$ cat src/rtl/bridge_pkg.sv
`default_nettype none
// ============================================================================
//  Module      : bridge_pkg
//  Description : Shared types and constants for the ASCII receive bridge.
//                Holds the parser state encoding and the ASCII codes of the
//                command and terminator characters.
//  Revision    : 1.0 - initial release
// ============================================================================
package bridge_pkg;

    // Parser states
    typedef enum logic [1:0] {
        ST_IDLE = 2'd0,
        ST_ADDR = 2'd1,
        ST_DATA = 2'd2,
        ST_TERM = 2'd3
    } state_t;

    // Command and terminator characters
    localparam logic [7:0] c_ascii_r  = 8'h52;  // 'R'
    localparam logic [7:0] c_ascii_w  = 8'h57;  // 'W'
    localparam logic [7:0] c_ascii_cr = 8'h0D;  // carriage return
    localparam logic [7:0] c_ascii_lf = 8'h0A;  // line feed

endpackage : bridge_pkg
`default_nettype wire

$ cat src/rtl/bridge_rx_hex_decode.sv
`default_nettype none
// ============================================================================
//  Module      : hex_decode
//  Description : Combinational ASCII hex digit decoder. Accepts 0-9, A-F and
//                a-f; every other byte is reported as non-hex.
//  Ports       : ascii   (in,  8) byte to decode
//                nibble  (out, 4) decoded value, 0 when not hex
//                is_hex  (out, 1) byte is a valid hex digit
//  Revision    : 1.0 - initial release
// ============================================================================
module hex_decode (
    input  logic [7:0] ascii,
    output logic [3:0] nibble,
    output logic       is_hex
);

    always_comb begin
        nibble = 4'h0;
        is_hex = 1'b0;
        if (ascii >= 8'h30 && ascii <= 8'h39) begin
            nibble = ascii[3:0];
            is_hex = 1'b1;
        end else if ((ascii >= 8'h41 && ascii <= 8'h46) ||
                     (ascii >= 8'h61 && ascii <= 8'h66)) begin
            // 'A'/'a' have low nibble 1, so value = low nibble + 9
            nibble = ascii[3:0] + 4'd9;
            is_hex = 1'b1;
        end
    end

endmodule : hex_decode
`default_nettype wire

$ cat src/rtl/bridge_rx.sv
`default_nettype none
// ============================================================================
//  Module      : bridge_rx
//  Description : Receive-side host bridge. Parses an ASCII byte stream of the
//                form R<addr>\r|\n or W<addr><data>\r|\n into single-cycle
//                transactions on the daisy-chained register bus. Malformed
//                messages are dropped and flagged with a one-cycle err_o.
//  Ports       : clk      (in)  system clock, rising edge
//                rst      (in)  asynchronous active-high reset
//                data_i   (in)  received byte
//                valid_i  (in)  data_i valid qualifier
//                addr_o   (out) bus address
//                wdata_o  (out) bus write data
//                rdata_o  (out) chain read data, tied to zero
//                rw_o     (out) 0 = read, 1 = write
//                valid_o  (out) one-cycle transaction strobe
//                err_o    (out) one-cycle abandoned-message pulse
//  Revision    : 1.0 - initial release
// ============================================================================
module bridge_rx
    import bridge_pkg::*;
#(
    parameter int ADDR_WIDTH = 16,
    parameter int DATA_WIDTH = 16
) (
    input  logic                  clk,
    input  logic                  rst,
    input  logic [7:0]            data_i,
    input  logic                  valid_i,
    output logic [ADDR_WIDTH-1:0] addr_o,
    output logic [DATA_WIDTH-1:0] wdata_o,
    output logic [DATA_WIDTH-1:0] rdata_o,
    output logic                  rw_o,
    output logic                  valid_o,
    output logic                  err_o
);

    // Index of the final digit of each field
    localparam logic [3:0] c_addr_last = 4'(ADDR_WIDTH / 4 - 1);
    localparam logic [3:0] c_data_last = 4'(DATA_WIDTH / 4 - 1);

    state_t                r_state;
    logic [3:0]            r_cnt;
    logic [ADDR_WIDTH-1:0] r_addr_acc;
    logic [DATA_WIDTH-1:0] r_data_acc;
    logic                  r_rw;

    state_t                w_state_nx;
    logic [3:0]            w_cnt_nx;
    logic [ADDR_WIDTH-1:0] w_addr_nx;
    logic [DATA_WIDTH-1:0] w_data_nx;
    logic                  w_rw_nx;
    logic                  w_issue;
    logic                  w_err;
    logic                  w_abandon;

    logic [3:0]            w_nibble;
    logic                  w_is_hex;
    logic                  w_is_cmd;
    logic                  w_is_term;

    hex_decode u_hex_decode (
        .ascii  (data_i),
        .nibble (w_nibble),
        .is_hex (w_is_hex)
    );

    assign w_is_cmd  = (data_i == c_ascii_r) || (data_i == c_ascii_w);
    assign w_is_term = (data_i == c_ascii_cr) || (data_i == c_ascii_lf);

    always_comb begin
        w_state_nx = r_state;
        w_cnt_nx   = r_cnt;
        w_addr_nx  = r_addr_acc;
        w_data_nx  = r_data_acc;
        w_rw_nx    = r_rw;
        w_issue    = 1'b0;
        w_err      = 1'b0;
        w_abandon  = 1'b0;

        if (valid_i) begin
            case (r_state)
                ST_IDLE: begin
                    // Anything other than a command byte is dropped silently,
                    // which swallows the second half of a \r\n pair.
                    if (w_is_cmd) begin
                        w_state_nx = ST_ADDR;
                        w_rw_nx    = (data_i == c_ascii_w);
                        w_cnt_nx   = 4'd0;
                        w_addr_nx  = '0;
                        w_data_nx  = '0;
                    end
                end
                ST_ADDR: begin
                    if (w_is_hex) begin
                        w_addr_nx = (r_addr_acc << 4) | ADDR_WIDTH'(w_nibble);
                        if (r_cnt == c_addr_last) begin
                            w_cnt_nx   = 4'd0;
                            w_state_nx = r_rw ? ST_DATA : ST_TERM;
                        end else begin
                            w_cnt_nx = r_cnt + 4'd1;
                        end
                    end else begin
                        w_abandon = 1'b1;
                    end
                end
                ST_DATA: begin
                    if (w_is_hex) begin
                        w_data_nx = (r_data_acc << 4) | DATA_WIDTH'(w_nibble);
                        if (r_cnt == c_data_last) begin
                            w_cnt_nx   = 4'd0;
                            w_state_nx = ST_TERM;
                        end else begin
                            w_cnt_nx = r_cnt + 4'd1;
                        end
                    end else begin
                        w_abandon = 1'b1;
                    end
                end
                ST_TERM: begin
                    if (w_is_term) begin
                        w_issue    = 1'b1;
                        w_state_nx = ST_IDLE;
                    end else begin
                        w_abandon = 1'b1;
                    end
                end
                default: begin
                    w_state_nx = ST_IDLE;
                end
            endcase

            // A command byte mid-message restarts parsing as that command;
            // any other stray byte returns to idle.
            if (w_abandon) begin
                w_err     = 1'b1;
                w_cnt_nx  = 4'd0;
                w_addr_nx = '0;
                w_data_nx = '0;
                if (w_is_cmd) begin
                    w_state_nx = ST_ADDR;
                    w_rw_nx    = (data_i == c_ascii_w);
                end else begin
                    w_state_nx = ST_IDLE;
                end
            end
        end
    end

    always_ff @(posedge clk or posedge rst) begin
        if (rst) begin
            r_state    <= ST_IDLE;
            r_cnt      <= 4'd0;
            r_addr_acc <= '0;
            r_data_acc <= '0;
            r_rw       <= 1'b0;
            addr_o     <= '0;
            wdata_o    <= '0;
            rw_o       <= 1'b0;
            valid_o    <= 1'b0;
            err_o      <= 1'b0;
        end else begin
            r_state    <= w_state_nx;
            r_cnt      <= w_cnt_nx;
            r_addr_acc <= w_addr_nx;
            r_data_acc <= w_data_nx;
            r_rw       <= w_rw_nx;
            valid_o    <= w_issue;
            err_o      <= w_err;
            if (w_issue) begin
                addr_o <= r_addr_acc;
                rw_o   <= r_rw;
                // Reads leave the last written data visible on the bus
                if (r_rw) begin
                    wdata_o <= r_data_acc;
                end
            end
        end
    end

    assign rdata_o = '0;

endmodule : bridge_rx
`default_nettype wire
$ cat config.mk
export PLATFORM = sky130hd
export DESIGN_NAME = bridge_rx
export DESIGN_NICKNAME = d
export VERILOG_FILES = /design/src/rtl/bridge_pkg.sv /design/src/rtl/bridge_rx_hex_decode.sv /design/src/rtl/bridge_rx.sv
export SDC_FILE = /design/constraint.sdc
export NUM_CORES = 1
export LEC_CHECK = 0
export ABC_AREA = 1
export ABC_CLOCK_PERIOD_IN_PS = 4000
export BUFFER_PORTS_ARGS = -buffer_cell sky130_fd_sc_hd__buf_2
export CAP_MARGIN = 20
export CORE_ASPECT_RATIO = 1.25
export CORE_UTILIZATION = 25
export CTS_CLUSTER_DIAMETER = 120
export CTS_CLUSTER_SIZE = 30
export DETAILED_ROUTE_END_ITERATION = 7
export PLACE_DENSITY = 0.45
export SETUP_SLACK_MARGIN = 0.3
export SLEW_MARGIN = 30
export SYNTH_ARGS = -nofsm -noshare
export SYNTH_HDL_FRONTEND = slang
export SYNTH_SLANG_ARGS = --single-unit
$ cat constraint.sdc
create_clock -name clk -period 4 [get_ports clk]
set_clock_uncertainty 0.05 [all_clocks]
set_input_delay 1.2 -clock clk [delete_from_list [all_inputs] [get_ports clk]]
set_output_delay 1.2 -clock clk [all_outputs]
set_load 0.01 [all_outputs]
== Word level (Yosys, flattened, before mapping) ==
Cells that the tools add are included.

* Eq/ne operators: 15
* $lt $le $gt $ge: 6
* $add $sub $neg: 2
* Reductions and logical operators: 16
* Multiplexer cells: 39
* Bitwise gates (word level): 2

{| class="wikitable"
|+ Operator list
! operator !! number
|-
| 16-bit 2-to-1 mux || 5
|-
| 16-bit one-hot mux with 2 select lines || 2
|-
| 16-bit by 4-bit OR with 16-bit output || 2
|-
| 4-bit 2-to-1 mux || 6
|-
| 8-bit by 4-bit == test with 1-bit output, second input constant || 2
|-
| 8-bit by 7-bit == test with 1-bit output, second input constant || 2
|-
| 8-bit by 7-bit >= comparator with 1-bit output, second input constant || 2
|-
| 8-bit by 7-bit less-or-equal comparator with 1-bit output, second input constant || 2
|-
| 1-bit 2-to-1 mux || 16
|-
| 2-bit 2-to-1 mux || 7
|-
| 3-bit inequality test, second input constant || 4
|-
| 4-bit AND reduction || 3
|-
| 3-bit nonzero test || 3
|-
| 8-bit by 6-bit >= comparator with 1-bit output, second input constant || 1
|-
| 8-bit by 6-bit less-or-equal comparator with 1-bit output, second input constant || 1
|-
| 2-bit one-hot mux with 4 select lines || 1
|-
| 4-bit one-hot mux with 2 select lines || 1
|-
| 7-bit AND reduction || 1
|-
| 3-bit by 2-bit inequality test with 1-bit output, second input constant || 2
|-
| 4-bit by 1-bit adder with 4-bit output, second input constant || 1
|-
| 4-bit adder, second input constant || 1
|-
| 2-bit == test, second input constant || 2
|-
| 4-bit by 2-bit == test with 1-bit output, second input constant || 1
|-
| 1-bit logical AND || 3
|-
| other kinds (7) || 9
|}

* Logic and storage cells: 90
* Register bits: 74

== Logic depth before layout (Yosys ltp) ==
Gate-level depths: netlist of the first run.

* Depth in word-level cells: 10
* Gate-level depth with buffers: 14
* Mapped depth without buffers: 14

== Cells and area by module ==
A second synthesis of the first run with hierarchy kept.

* Cell total of the unflattened synthesis: 462
* Area total of the unflattened synthesis: 3742.3 um^2

{| class="wikitable"
|+ Modules (own cells, without submodules)
! module !! cells an instance !! times used !! area each (um^2) !! seq. area each (um^2)
|-
| bridge_rx || 429 || 1 || 3567.2 || 1851.8
|-
| hex_decode || 33 || 1 || 175.2 || 0.0
|}

== Least setup slack after synthesis of the first run ==
OpenSTA, ideal clock, no wires.

* Kind: input-to-reg
* From: in data_i[1]
* To: reg wdata_o[10]
* Required time: 3825 ps
* Slack: 1355 ps
* Cell stages on the path: 9
* Arrival: 2470 ps
* Path through: inv_1 ha_1 nand3_1 nand2_2 nand4_4 clkinv_2 nand2_4 buf_6 mux2_4

* Longest elaborated chain between the ends: 6
* Elaborated cells on any way between the ends: 7
* Classes of those cells: eq/ne (2); mux (3); reduce/logical (2)

{| class="wikitable"
|+ RTL lines
! what !! RTL line !! RTL
|-
| from (decl) || bridge_rx.sv:28 || <nowiki>input logic [7:0] data_i,</nowiki>
|-
| 8-bit by 4-bit == test with 1-bit output || bridge_rx.sv:69 || <nowiki>assign w_is_term = (data_i == c_ascii_cr) || (data_i == c_ascii_lf);</nowiki>
|-
| 1-bit logical OR * || bridge_rx.sv:69 ||
|-
| 1-bit 2-to-1 mux * || bridge_rx.sv:121 || <nowiki>if (w_is_term) begin</nowiki>
|-
| 1-bit 2-to-1 mux * || bridge_rx.sv:82 || <nowiki>case (r_state)</nowiki>
|-
| 1-bit 2-to-1 mux * || bridge_rx.sv:81 || <nowiki>if (valid_i) begin</nowiki>
|-
| 2-bit AND reduction (no line) * || n/a ||
|-
| to (signal assigned) || bridge_rx.sv:175 || <nowiki>wdata_o <= r_data_acc;</nowiki>
|-
| to (decl) || bridge_rx.sv:31 || <nowiki>output logic [DATA_WIDTH-1:0] wdata_o,</nowiki>
|}

Mark *: on every way between the ends. The rest lies on a longest branch, timed or not.
A chain may end at the register's enable or synchronous reset.

== Worst setup path after layout of the first run ==
* From: in data_i[1]
* To: reg r_addr_acc[6]

* Longest elaborated chain between the ends: 10
* Elaborated cells on any way between the ends: 27
* Classes of those cells: order compare (6); eq/ne (6); mux (7); reduce/logical (8)

{| class="wikitable"
|+ RTL lines
! what !! RTL line !! RTL
|-
| 8-bit by 7-bit >= comparator with 1-bit output, or another cell as far along || bridge_rx_hex_decode.sv:23 || <nowiki>end else if ((ascii >= 8'h41 && ascii <= 8'h46) ||</nowiki>
|-
| 1-bit logical AND, on equally long branches || bridge_rx_hex_decode.sv:23, bridge_rx_hex_decode.sv:24 ||
|-
| 1-bit logical OR || bridge_rx_hex_decode.sv:23 ||
|-
| 1-bit 2-to-1 mux || bridge_rx_hex_decode.sv:23 ||
|-
| 1-bit 2-to-1 mux || bridge_rx_hex_decode.sv:20 || <nowiki>if (ascii >= 8'h30 && ascii <= 8'h39) begin</nowiki>
|-
| 1-bit 2-to-1 mux || bridge_rx.sv:95, bridge_rx.sv:108 ||
|-
| 1-bit one-hot mux with 2 select lines || bridge_rx.sv:82 ||
|-
| 1-bit 2-to-1 mux || bridge_rx.sv:81 ||
|-
| 3-bit by 2-bit inequality test with 1-bit output (no line), or another cell as far along || n/a ||
|-
| 4-bit AND reduction (no line) || n/a ||
|-
| to (signal assigned) || bridge_rx.sv:165 || <nowiki>r_addr_acc <= w_addr_nx;</nowiki>
|-
| to (decl) || bridge_rx.sv:44 || <nowiki>logic [ADDR_WIDTH-1:0] r_addr_acc;</nowiki>
|}

Several ways; a longest one is shown, not always the timed one. The select of a mux whose other input is x is not followed.

==> out/metrics.csv, run 1 <==
stage,metric,value,unit
placed_design,placed cells,666,
worst_setup_path,reg2reg setup slack,1650,ps
yosys,list of most frequent post-synthesis cells,"nand2_1, dfrtp_1, nand3_1",
final_layout,ant diodes,0,
global_routing,vias in the first global route,2856,
placed_design,setup slack after placement,688,ps
global_routing,antenna violations before repair,0,
global_routing,met1 usage,15.3,%
sta,setup violators final,0,
clock_network,Clock transition at path regs,60,ps
yosys,Synth area leader,dfrtp_1,
yosys,register bit total from synthesis,74,
status,status,"complete, no violations",
yosys,proportion of synthesized area in mux cells,5.52,%
final_layout,"Non-Filler Cell Area, Final",4490,µm²
final_layout,number of nets in the final layout,490,
yosys,Syn Area/Cell,9.01,µm²
final_layout,layout cells sized above 1,24.3,%
worst_setup_path,crit path DAT,3130,ps
floorplan,die height,141,µm
yosys,Synth top area share,47.8,%
yosys,Main synth FF type,dfrtp_1,
detailed_routing,# DRC,0,
yosys,post-synthesis xor/xnor area fraction,0.452,%
detailed_routing,wire per inst,12.9,µm
yosys,YS warnings,0,
clock_network,cts repair resizes,0,
final_layout,Area Overhead vs Synth,16.0,%
clock_network,worst-skew pair later-pin latency,330,ps
worst_hold_path,min-delay src,addr_o[2],
global_routing,Most Crowded Layer GR,met2,
sta,final worst path period share,74.7,%
floorplan,DIE WIDTH,113,µm
clock_network,worst-case clock buffer depth,2,
yosys,sequential area share after synthesis,47.8,%
final_layout,Post-Layout Cell Count,682,
sta,Peak Freq,335,MHz
clock_network,H-Tree Depth,3,
pwr,Pwr Total,2.29,mW
yosys,post-synthesis async set-or-reset flop share,100,%
yosys,Gate Count Post-Synth,430,
detailed_routing,final wirelength,8.81,mm
clock_network,CTS tree,done,
pwr,pwr dens,510,nW/µm²
yosys,Mapped Area,3870,µm²
worst_setup_path,CP Launch Point,data_i[1],
clock_network,cts hold-fix bufs,0,
floorplan,Starting Density,25.7,%
global_routing,global-route wire length before repair,14.7,mm
sta,Pins Over Slew Limit,0,
placed_design,post-DP HPWL,6.21,mm
floorplan,row count,50,
run,Max-cap violations,0,
clock_network,total CTS buffers,9,
yosys,Synth cell types,37,
clock_network,post-CTS repair timing setup buffer count,0,
global_routing,Global Route Usage Sum,11.7,%
sta,crit path time final,2990,ps
yosys,most common cell in the synthesized netlist,nand2_1,
worst_setup_path,WS Path Type,in2reg,
worst_setup_path,Worst R2R Start,r_state[0],
worst_setup_path,Max Fanout on Critical Path,32,
sta,worst relative slew slack,48.4,%
worst_setup_path,kind of start point of the critical path,primary input,
sta,Least-Margin Pin Slew,774,ps
detailed_routing,1st-pass router iterations,4,
yosys,synth top area cells,"dfrtp_1, nand2_1, buf_4",
worst_setup_path,Setup crit end kind,flop,
global_routing,largest net degree at the start of global routing,42,
global_routing,met3 usage,2.75,%
global_routing,grt met2 use,18.3,%
sta,Setup TNS,0,ps
placed_design,RD Place Congestion,0.805,
clock_network,clock sink count,74,
clock_network,root buffer cell,clkbuf_16,
pwr,leakage power total,2.37,nW
worst_hold_path,Hold Crit Class,reg2reg,
pwr,VDD IR-drop max,230,µV
detailed_routing,vias per std cell,4.29,
detailed_routing,Final ANT Viol Nets,0,
global_routing,total congestion overflow,0,
floorplan,Ports,62,
placed_design,DP Area,4210,µm²
yosys,Post-synth EDFFs,0,
sta,RSZ-0062 raised after global routing,false,
detailed_routing,Iter 0 DRT Violations,174,
yosys,Post-Synth Adder-Cell Area,3.23,%
final_layout,# fillers,1578,
sta,Worst Slack Setup Final,1010,ps
floorplan,Total Die Area,16000,µm²
yosys,largest family of logic cells by synthesized area,simple AND/OR/NAND/NOR gates,
worst_setup_path,critical path required time,4140,ps
sta,final hold vios,0,
floorplan,core area,15100,µm²
yosys,simple-gate portion of the synthesized area,31.2,%
yosys,post-synthesis compound-gate area fraction,3.91,%
placed_design,PortBufs,45,
detailed_routing,Via Count,2925,
state kept, by name, indices dropped and copies added (netlist names), named ones only:
name        cells
addr_o         16
err_o           1
r_addr_acc     16
r_cnt           4
r_data_acc     16
r_state         2
rw_o            1
valid_o         1
wdata_o        16
per-layer routing:
layer	wire, µm	vias to the layer above
li1	-	1455
met1	4140	1378
met2	4130	79
met3	351	13
met4	189	0
met5	0	-
report_power, final:
group	leakage, nW	total [mW]	internal, mW	switching, mW
logic	1.21	0.717	0.181	0.536
registers	1.03	0.830	0.788	0.0417
clock network	0.132	0.743	0.423	0.320
total	2.37	2.29	1.39	0.897
final cells by class:
type                       instances  area (µm²)  area share, %
clock inverter                     7        55.1           1.23
clock buffer                       9         225           5.01
inverter                          19        72.6           1.62
multi-input combinational        318        1780           39.5
timing repair buffer              47         253           5.63
sequential                        74        1850           41.2
tap                              208         260           5.79
worst max-delay path: stages:
cell      delay, ps
buf_2           120
inv_1            80
ha_1            220
nand3b_1        180
nand3_2         150
nand3_4          90
nand2_4         100
nand2_8         140
nand3_2         110
nand3_2         460
nand2_1         180
o21ai_1          90
stage by stage:
stage	hold slack, ps	utilization, %
after floorplan	392	-
final	424	29.8
after global placement	412	27.9
after detailed placement	414	27.9
after CTS	430	29.8
after global routing	455	29.8
path summary, 6_finish.rpt:
check,endpoint,depth (start not counted)
max,r_addr_acc[6],12
min,addr_o[2],2
max reg2reg,r_addr_acc[6],9
min reg2reg,addr_o[2],2
max in group asynchronous,r_cnt[0],3
min in group asynchronous,wdata_o[15],2
cells by family after synthesis:
kind of cell,Yosys count
and+or+nand+nor,248
DFF,74
xor gates and xnor gates,2
AOI/OAI and AO/OA,26
other,1
buffers and inverters,53
muxes,16
adders and majority gates,10
layout by cell type, fill, tap and decap left out, drive strengths merged:
cell / netlist / layout
a21oi: 3 / 3
and3: 1 / 1
buf: 30 / 47
clkbuf: 4 / 9
clkinv: 1 / 5
clkinvlp: 0 / 2
conb: 1 / 16
dfrtp: 74 / 74
ha: 10 / 10
inv: 18 / 19
mux2: 16 / 16
nand2: 158 / 158
nand3: 38 / 38
nand3b: 3 / 3
nand4: 19 / 19
nor2: 28 / 28
nor3: 1 / 1
o2111ai: 1 / 1
o211ai: 1 / 1
o21ai: 19 / 19
o221ai: 1 / 1
o22ai: 1 / 1
xnor2: 1 / 1
xor2: 1 / 1
(Power assumes the default switching activity.)
==> run 2, diff against run 1 <==
--- a/config.mk
+++ b/config.mk
@@ -6,7 +6,7 @@
 export NUM_CORES = 1
 export LEC_CHECK = 0
 export ABC_AREA = 1
-export ABC_CLOCK_PERIOD_IN_PS = 4000
+export ABC_CLOCK_PERIOD_IN_PS = 2580
 export BUFFER_PORTS_ARGS = -buffer_cell sky130_fd_sc_hd__buf_2
 export CAP_MARGIN = 20
 export CORE_ASPECT_RATIO = 1.25
@@ -14,7 +14,7 @@
 export CTS_CLUSTER_DIAMETER = 120
 export CTS_CLUSTER_SIZE = 30
 export DETAILED_ROUTE_END_ITERATION = 7
-export PLACE_DENSITY = 0.45
+export PLACE_DENSITY = 0.46
 export SETUP_SLACK_MARGIN = 0.3
 export SLEW_MARGIN = 30
 export SYNTH_ARGS = -nofsm -noshare
==> constraint.sdc (replaced) <==
create_clock -name clk -period 2.58 [get_ports clk]
set_clock_uncertainty 0.05 [all_clocks]
set_input_delay 0.774 -clock clk [delete_from_list [all_inputs] [get_ports clk]]
set_output_delay 0.774 -clock clk [all_outputs]
set_load 0.01 [all_outputs]
==> run 2 against run 1 <==
  * Critical endpoint is now r_data_acc[14]
  * Die area is the same
  * Cell count up 1.5%
  * Largest cell class unchanged
  * Worst setup slack got worse by 650 ps
==> out/metrics.csv, run 2 (synthesis results as in run 1) <==
stage,metric,value,unit,change
run,Max-cap violations,0,,unchanged
worst_setup_path,CP Capture Point,r_data_acc[14],,
placed_design,placed cells,675,,+1.4%
floorplan,Total Die Area,16000,µm²,unchanged
sta,crit path time final,2220,ps,
clock_network,clock sink count,74,,unchanged
sta,Peak Freq,451,MHz,
floorplan,core area,15100,µm²,unchanged
sta,final worst path period share,85.9,%,
final_layout,layout cells sized above 1,26.2,%,+2.0 points
clock_network,H-Tree Depth,3,,unchanged
detailed_routing,Final ANT Viol Nets,0,,unchanged
pwr,leakage power total,2.44,nW,+2.8%
final_layout,ant diodes,0,,unchanged
worst_setup_path,reg2reg setup slack,530,ps,-1120 ps
floorplan,Starting Density,25.7,%,unchanged
pwr,Pwr Total,3.81,mW,+66%
worst_setup_path,CP Launch Point,data_i[1],,
sta,Pins Over Slew Limit,0,,unchanged
sta,Setup TNS,0,ps,unchanged
floorplan,row count,50,,unchanged
detailed_routing,vias per std cell,4.28,,-0.30%
global_routing,antenna violations before repair,0,,unchanged
clock_network,Clock transition at path regs,60,ps,about the same
final_layout,"commonest cells after routing, fill and taps aside","nand2_1, dfrtp_1, buf_2",,
status,status,"complete, no violations",,
final_layout,Storage cell area,1850,µm²,unchanged
global_routing,largest net degree at the start of global routing,75,,+79%
detailed_routing,Iter 0 DRT Violations,239,,+37%
global_routing,vias in the first global route,2830,,-0.91%
worst_setup_path,Worst R2R Start,r_state[0],,
clock_network,worst-skew pair later-pin latency,330,ps,about the same
final_layout,Post-Layout Cell Count,692,,+1.5%
sta,final hold vios,0,,unchanged
worst_setup_path,critical path required time,2750,ps,-1390 ps
worst_setup_path,crit path DAT,2390,ps,-740 ps
floorplan,die height,141,µm,unchanged
clock_network,worst-case clock buffer depth,2,,unchanged
placed_design,RD Place Congestion,0.842,,+4.6%
worst_hold_path,Hold Crit Class,reg2reg,,
pwr,VDD IR-drop max,415,µV,+80%
floorplan,Ports,62,,unchanged
pwr,pwr dens,822,nW/µm²,+61%
global_routing,global-route wire length before repair,14.6,mm,-0.52%
final_layout,multi-input logic area,1810,µm²,+1.8%
placed_design,PortBufs,45,,unchanged
worst_setup_path,kind of start point of the critical path,primary input,,
worst_setup_path,WS Path Type,in2reg,,
global_routing,total congestion overflow,0,,unchanged
clock_network,cts hold-fix bufs,0,,unchanged
placed_design,post-DP HPWL,6.01,mm,-3.3%
worst_setup_path,RR Endpoint,r_data_acc[14],,
clock_network,CTS tree,done,,
detailed_routing,# DRC,0,,unchanged
final_layout,# fillers,1597,,+1.2%
final_layout,Area Overhead vs Synth,19.6,%,
final_layout,"most common cell after layout, fill and taps aside",nand2_1,,
global_routing,Global Route Usage Sum,11.7,%,+0.026 points
clock_network,total CTS buffers,9,,unchanged
worst_setup_path,Worst Reg-to-Reg Cells,8,,-1
floorplan,DIE WIDTH,113,µm,unchanged
worst_setup_path,Max Fanout on Critical Path,11,,-66%
sta,RSZ-0062 raised after global routing,true,,
detailed_routing,final wirelength,8.94,mm,+1.4%
detailed_routing,1st-pass router iterations,4,,unchanged
clock_network,root buffer cell,clkbuf_16,,
final_layout,number of nets in the final layout,501,,+2.2%
detailed_routing,wire per inst,12.9,µm,about the same
sta,setup violators final,0,,unchanged
worst_setup_path,Setup crit end kind,flop,,
detailed_routing,Via Count,2959,,+1.2%
## run 2: cell count changes in the layout (fill, tap and decap cells not counted), sizes merged
cell,before,now
buf,47,57
bufinv,0,1
clkbuf,9,11
clkinv,5,4
clkinvlp,2,1
inv,19,17
nand3,38,39
## run 2: per-stage QoR
step | worst slack [ps] | hold WS, ps | instance area [µm²] | utilization (%)
final | 365 | 420 | 4630 | 30.7
after global routing | 260 | 441 | 4630 | 30.7
after CTS | 408 | 426 | 4590 | 30.5
after detailed placement | 75.6 | 410 | 4300 | 28.5
after global placement | 101 | 406 | 4300 | 28.5
after floorplan | 361 | 392 | 3930 | -
## run 2: where the power goes
group | internal, mW | switching [mW] | total [mW] | leakage (nW)
Sequential | 1.22 | 0.0694 | 1.29 | 1.03
Combinational | 0.377 | 0.890 | 1.27 | 1.27
Clock | 0.772 | 0.480 | 1.25 | 0.146
## run 2: worst min-delay path by stage
stage                         startpoint    endpoint  cells after the start
final                          addr_o[0]   addr_o[0]                      2
after floorplan           r_addr_acc[12]  addr_o[12]                      2
after detailed placement       addr_o[0]   addr_o[0]                      2
after global routing          addr_o[11]  addr_o[11]                      2
after global placement    r_addr_acc[13]  addr_o[13]                      2
after CTS                      addr_o[0]   addr_o[0]                      2
## run 2: cell type report
class | count | share of cell area [%]
sequential | 74 | 40.0
multi-input combinational | 319 | 39.0
timing repair buffer | 57 | 7.34
tap | 208 | 5.62
clock buffer | 11 | 5.24
inverter | 19 | 1.70
clock inverter | 4 | 1.13
## run 2: per-layer routing
metal	track usage, %	part of all wire (%)
met1	15.1	48
met3	2.28	2.9
met5	0	0
met2	19.1	48
met4	4.71	1.5
## run 2: what timing repair did
item / in CTS / in global routing
buffers inserted: 0 / 1
endpoints found under the setup margin: 0 / 22
gates resized for setup: 0 / 7
## run 2: critical path, cell delays in order
cell	delay (ps)
buf_2	120
inv_1	90
ha_1	220
nand3b_1	220
nand3_4	140
nand3_4	80
nand2_4	100
nand2_8	100
nand3b_4	140
nand3_2	240
nand2_1	130
nand2_1	50
